==> src/rtl/uart_receiver.sv <==
// uart_receiver: oversampling 8N1 UART receiver with mid-bit sampling.
// Optional even-parity checking (8E1) is enabled by defining UART_RX_PARITY_EN.
// Every state change is gated by the baud x OVERSAMPLE tick enable. The raw
// rxd line is synchronised before any use.
module uart_receiver #(
    parameter int OVERSAMPLE = 16
) (
    input  logic       clk,
    input  logic       rst,
    input  logic       tick,
    input  logic       rxd,
    output logic [7:0] rx_data,
    output logic       rx_valid,
    output logic       rx_ferr,
    output logic       rx_perr
);

    localparam int CW = $clog2(OVERSAMPLE);
    localparam logic [CW-1:0] CNT_HALF = CW'(OVERSAMPLE / 2 - 1);
    localparam logic [CW-1:0] CNT_FULL = CW'(OVERSAMPLE - 1);

    typedef enum logic [2:0] {
        S_IDLE,
        S_START,
        S_DATA,
`ifdef UART_RX_PARITY_EN
        S_PARITY,
`endif
        S_STOP,
        S_BREAK
    } state_t;

    // Synchroniser flops. Both reset to the idle-high line level.
    logic sync1_q;
    logic rxd_s_q;

    state_t        state_q,  state_d;
    logic [CW-1:0] cnt_q,    cnt_d;
    logic [2:0]    bidx_q,   bidx_d;
    logic [7:0]    shift_q,  shift_d;
    logic [7:0]    rx_data_q, rx_data_d;
    logic          rx_valid_q, rx_valid_d;
    logic          rx_ferr_q, rx_ferr_d;
`ifdef UART_RX_PARITY_EN
    logic          parity_q, parity_d;
    logic          rx_perr_q, rx_perr_d;
`endif

    // Two-flop synchroniser for the asynchronous serial line. It runs every clk, not only on ticks.
    always_ff @(posedge clk or negedge rst) begin
        if (!rst) begin
            sync1_q <= 1'b1;
            rxd_s_q <= 1'b1;
        end else begin
            sync1_q <= rxd;
            rxd_s_q <= sync1_q;
        end
    end

    // Next-state logic. With no tick everything holds, and rx_valid only pulses on the stop sample.
    always_comb begin
        state_d    = state_q;
        cnt_d      = cnt_q;
        bidx_d     = bidx_q;
        shift_d    = shift_q;
        rx_data_d  = rx_data_q;
        rx_ferr_d  = rx_ferr_q;
        rx_valid_d = 1'b0;
`ifdef UART_RX_PARITY_EN
        parity_d   = parity_q;
        rx_perr_d  = rx_perr_q;
`endif
        if (tick) begin
            case (state_q)
                S_IDLE: begin
                    if (!rxd_s_q) begin
                        state_d = S_START;
                        cnt_d   = '0;
                    end
                end
                S_START: begin
                    if (cnt_q == CNT_HALF) begin
                        cnt_d = '0;
                        if (!rxd_s_q) begin
                            state_d = S_DATA;
                            bidx_d  = 3'd0;
                        end else begin
                            // The line went high again before mid start bit, so treat it as a glitch.
                            state_d = S_IDLE;
                        end
                    end else begin
                        cnt_d = cnt_q + 1'b1;
                    end
                end
                S_DATA: begin
                    if (cnt_q == CNT_FULL) begin
                        shift_d = {rxd_s_q, shift_q[7:1]};
                        cnt_d   = '0;
                        bidx_d  = bidx_q + 3'd1;
                        if (bidx_q == 3'd7) begin
`ifdef UART_RX_PARITY_EN
                            state_d = S_PARITY;
`else
                            state_d = S_STOP;
`endif
                        end
                    end else begin
                        cnt_d = cnt_q + 1'b1;
                    end
                end
`ifdef UART_RX_PARITY_EN
                S_PARITY: begin
                    if (cnt_q == CNT_FULL) begin
                        parity_d = rxd_s_q;
                        cnt_d    = '0;
                        state_d  = S_STOP;
                    end else begin
                        cnt_d = cnt_q + 1'b1;
                    end
                end
`endif
                S_STOP: begin
                    if (cnt_q == CNT_FULL) begin
                        rx_data_d  = shift_q;
                        rx_ferr_d  = ~rxd_s_q;
                        rx_valid_d = 1'b1;
`ifdef UART_RX_PARITY_EN
                        rx_perr_d  = (^shift_q) ^ parity_q;
`endif
                        cnt_d      = '0;
                        // Going idle at mid stop bit lets a back-to-back start bit be caught on time.
                        state_d    = rxd_s_q ? S_IDLE : S_BREAK;
                    end else begin
                        cnt_d = cnt_q + 1'b1;
                    end
                end
                S_BREAK: begin
                    if (rxd_s_q) begin
                        state_d = S_IDLE;
                    end
                end
                default: begin
                    state_d = S_IDLE;
                    cnt_d   = '0;
                end
            endcase
        end
    end

    // FSM state, counters and registered outputs. All of them clear immediately on reset.
    always_ff @(posedge clk or negedge rst) begin
        if (!rst) begin
            state_q    <= S_IDLE;
            cnt_q      <= '0;
            bidx_q     <= 3'd0;
            shift_q    <= 8'h00;
            rx_data_q  <= 8'h00;
            rx_valid_q <= 1'b0;
            rx_ferr_q  <= 1'b0;
`ifdef UART_RX_PARITY_EN
            parity_q   <= 1'b0;
            rx_perr_q  <= 1'b0;
`endif
        end else begin
            state_q    <= state_d;
            cnt_q      <= cnt_d;
            bidx_q     <= bidx_d;
            shift_q    <= shift_d;
            rx_data_q  <= rx_data_d;
            rx_valid_q <= rx_valid_d;
            rx_ferr_q  <= rx_ferr_d;
`ifdef UART_RX_PARITY_EN
            parity_q   <= parity_d;
            rx_perr_q  <= rx_perr_d;
`endif
        end
    end

    assign rx_data  = rx_data_q;
    assign rx_valid = rx_valid_q;
    assign rx_ferr  = rx_ferr_q;
`ifdef UART_RX_PARITY_EN
    assign rx_perr  = rx_perr_q;
`else
    assign rx_perr  = 1'b0;
`endif

endmodule

==> config.mk <==
export PLATFORM = sky130hd
export DESIGN_NAME = uart_receiver
export DESIGN_NICKNAME = d
export VERILOG_FILES = /design/src/rtl/uart_receiver.sv
export SDC_FILE = /design/constraint.sdc
export NUM_CORES = 1
export LEC_CHECK = 0
export ABC_AREA = 1
export BUFFER_PORTS_ARGS = -buffer_cell sky130_fd_sc_hd__buf_2
export CAP_MARGIN = 20
export CORE_MARGIN = 2
export CORE_UTILIZATION = 45
export CTS_CLUSTER_DIAMETER = 30
export DETAILED_ROUTE_END_ITERATION = 12
export HOLD_SLACK_MARGIN = 0.03
export SLEW_MARGIN = 5
export SYNTH_ARGS = -nofsm -noshare
export SYNTH_HDL_FRONTEND = slang
export SYNTH_SLANG_ARGS = --single-unit
==> constraint.sdc <==
create_clock -name clk -period 1.55 [get_ports clk]
set_input_delay 0.155 -clock clk [delete_from_list [all_inputs] [get_ports clk]]
set_output_delay 0.155 -clock clk [all_outputs]
set_load 0.05 [all_outputs]
==> run_results.csv <==
group,metric,value,unit
run_status,status,"finished, final reports clean",
global_route,antenna_found_initial,0,
route,first_pass_iters,4,
global_route,grtUsageMet1,0.219,
clocking,cts-root-buf,"clkbuf_4",
final_layout,layout.nets,190,
worst_setup_path,setup.worst_path.end_class,"register",
power,ir_drop,0.607,mV
synthesis,async_flop_share,1.00,
placed_design,gp_congestion,0.852,
timing,setup_viol,0,
route,drtAntennaViolNets,0,
final_layout,area_growth,11.9,%
floorplanning,core_area,3100,µm²
synthesis,ys.flop_type,"dfrtp_1",
synthesis,synthCells,166,
synthesis,synth_top_area_share,0.469,
global_route,grt_pass1_wl,4440,µm
power,power,2.04,mW
worst_setup_path,critPathRequiredTime,1.78,ns
floorplanning,initial_core_util,0.482,
worst_setup_path,crit_path_start_kind,"register",
power,p_per_area,1220,nW/µm²
final_layout,stdcell_count,228,
global_route,grt-busiest-layer,"met2",
final_layout,fill_cells,316,
worst_setup_path,crit_arrival,1.65,ns
final_layout,diodes,0,
synthesis,synth_edf_count,0,
floorplanning,placementRows,20,
final_layout,final_area,1670,µm²
placed_design,io_buffers,13,
synthesis,synthTopCellsByCount,"nand2_1, dfrtp_1, o21ai_2",
global_route,grt_use_met3,0.0630,
route,route.detailed.drc,0,
synthesis,synth_fp_nets,173,
timing,clock_skew,0.00638,ns
worst_setup_path,slowest_delay,0.41,ns
floorplanning,die_w,61.6,µm
timing,worst_slew_pin_slew,0.647,ns
global_route,track_usage,0.164,
clocking,cts.path.max_buffers,2,
synthesis,synth_area_per_cell,9.01,µm²
worst_setup_path,cp_slowest_cell,"dfrtp_1",
timing,max_slew_margin,0.568,
power,leakage,0.859,nW
clocking,cts.htree.levels,2,
final_layout,drive_above_1_share,0.293,
clocking,post_cts_buffers,0,
synthesis,yosys_warnings,0,
synthesis,yosys.cell_types.count,26,
global_route,met2_usage,0.239,
placed_design,place_area,1580,µm²
clocking,clk_latency,0.33,ns
timing,rsz0062_at_grt,"true",
clocking,cts_tree,"built",
floorplanning,io_pins,15,
synthesis,synth_area,1500,µm²
timing,min_period,1.42,ns
final_layout,multi_input_area,648,µm²
synthesis,synth.most_common_cell,"nand2_1",
floorplanning,design.die.area,3800,µm²
timing,drv_slew,0,
run,drv_cap,0,
worst_setup_path,path_class,"reg -> reg",
final_layout,seq_area,753,µm²
worst_setup_path,cpMostUsedCell,"nand2_1",
placed_design,hpwlAfterDp,1870,µm
global_route,grt_pass1_vias,1000,
hold_path,hold_path_class,"in -> reg",
placed_design,dp.cells,218,
synthesis,synth_largest_area_cell,"dfrtp_1",
route,viasPerCell,4.89,
route,vias,1115,
floorplanning,die_h,61.6,µm
synthesis,ys_ff_latch,30,
synthesis,synth-seq-area-share,0.504,
clocking,clk_pin_slew,0.09,ns
worst_setup_path,cp_max_fo,18,
worst_setup_path,path_cells,"ha_1, nand2_1, inv_2, nand2_4, nor2_8, nand2_8, clkinv_1, nand2_1, nand2_1",
global_route,grt_max_degree,31,
clocking,numCtsBuffers,5,
clocking,clock_sinks,30,
route,drt-total-wl,2600,µm
route,drt_iter0_markers,72,
route,wl_per_cell,11.4,µm
timing,finalSetupTns,0,ns
global_route,overflow,0,
timing,hold_viol_final,0,
timing,fmaxAchievable,0.703,GHz
synthesis,synth_area_leaders,"dfrtp_1, nand2_1, o21ai_2",
timing,finalCritPeriodShare,0.917,
-- layout make-up --
type	count	share of cell area
sequential	30	0.450
multi-input combinational	112	0.387
timing repair buffer	15	0.0509
inverter	19	0.0426
clock buffer	7	0.0329
tap	44	0.0329
clock inverter	1	0.00299
-- power by group --
| part | internal, mW | switching (mW) |
|---|---|---|
| registers | 0.870 | 0.102 |
| clock network | 0.219 | 0.264 |
| logic | 0.198 | 0.390 |
-- per-stage QoR --
step	hold WS, ns	util	worst slack (ns)
global route	0.172	0.539	-0.00449
CTS	0.152	0.533	0.0277
floorplan	-0.141	-	0.195
finish	0.163	0.539	0.128
detailed placement	0.227	0.508	0.0430
global placement	0.217	0.508	0.0904
-- layout by cell type, fill, tap and decap left out, types with 2 or more instances in the layout --
master / n
a21oi_1: 2
buf_2: 13
clkbuf_4: 5
dfrtp_1: 28
dfstp_2: 2
dlygate4sd3_1: 2
ha_1: 3
inv_1: 14
inv_2: 4
nand2_1: 46
nand2_8: 2
nand3_1: 11
nand4_1: 2
nor2_1: 13
nor2_2: 5
o21ai_1: 3
o21ai_2: 16
-- timing repair --
action,4_1_cts,5_1_grt
endpoints found under the hold margin,29,0
gates resized for setup,0,2
hold buffers,2,0
setup endpoints to repair,0,1
-- registers in the layout, indices dropped and copies added, names as in the netlist --
signal    cells
sync1_q       1
rx_data       8
state_q       3
shift_q       8
rxd_s_q       1
rx_valid      1
bidx_q        3
rx_ferr       1
cnt_q         4
-- worst max-delay path, delay by kind of cell (launching register included) --
| kind | cells | cell delay, ns |
|---|---|---|
| adders and majority gates | 1 | 0.22 |
| buffers and inverters | 2 | 0.17 |
| and+or+nand+nor | 6 | 0.52 |
| DFF | 1 | 0.41 |
-- metal layers --
metal  share of wire  vias to the layer above
met5               0                        -
met4           0.021                        0
met3           0.067                        9
met2            0.44                       39
met1            0.47                      507
li1                -                      560
-- path summary, 6_finish.rpt --
kind	start	end	slack [ns]	depth (start not counted)
worst min register to register	sync1_q	rxd_s_q	0.36	0
worst min-delay path	tick	cnt_q[2]	0.16	3
worst max-delay path	cnt_q[0]	rx_data[0]	0.13	9
max in group asynchronous	rst	bidx_q[1]	0.75	2
min in group asynchronous	rst	state_q[2]	0.37	2
worst max register to register	cnt_q[0]	rx_data[0]	0.13	9
-- cells by family (layout without fill, tap and decap cells) --
| group | count (synthesis) | in the layout | synth area share |
|---|---|---|---|
| xor+xnor | 1 | 1 | 0.00586 |
| simple gates | 84 | 84 | 0.269 |
| buf+inv | 24 | 42 | 0.0745 |
| flops | 30 | 30 | 0.504 |
| compound gates | 23 | 23 | 0.120 |
| fa+ha+maj | 3 | 3 | 0.0251 |
| other cells | 1 | 1 | 0.00251 |
Note: power is estimated with default switching activity, not from simulation.
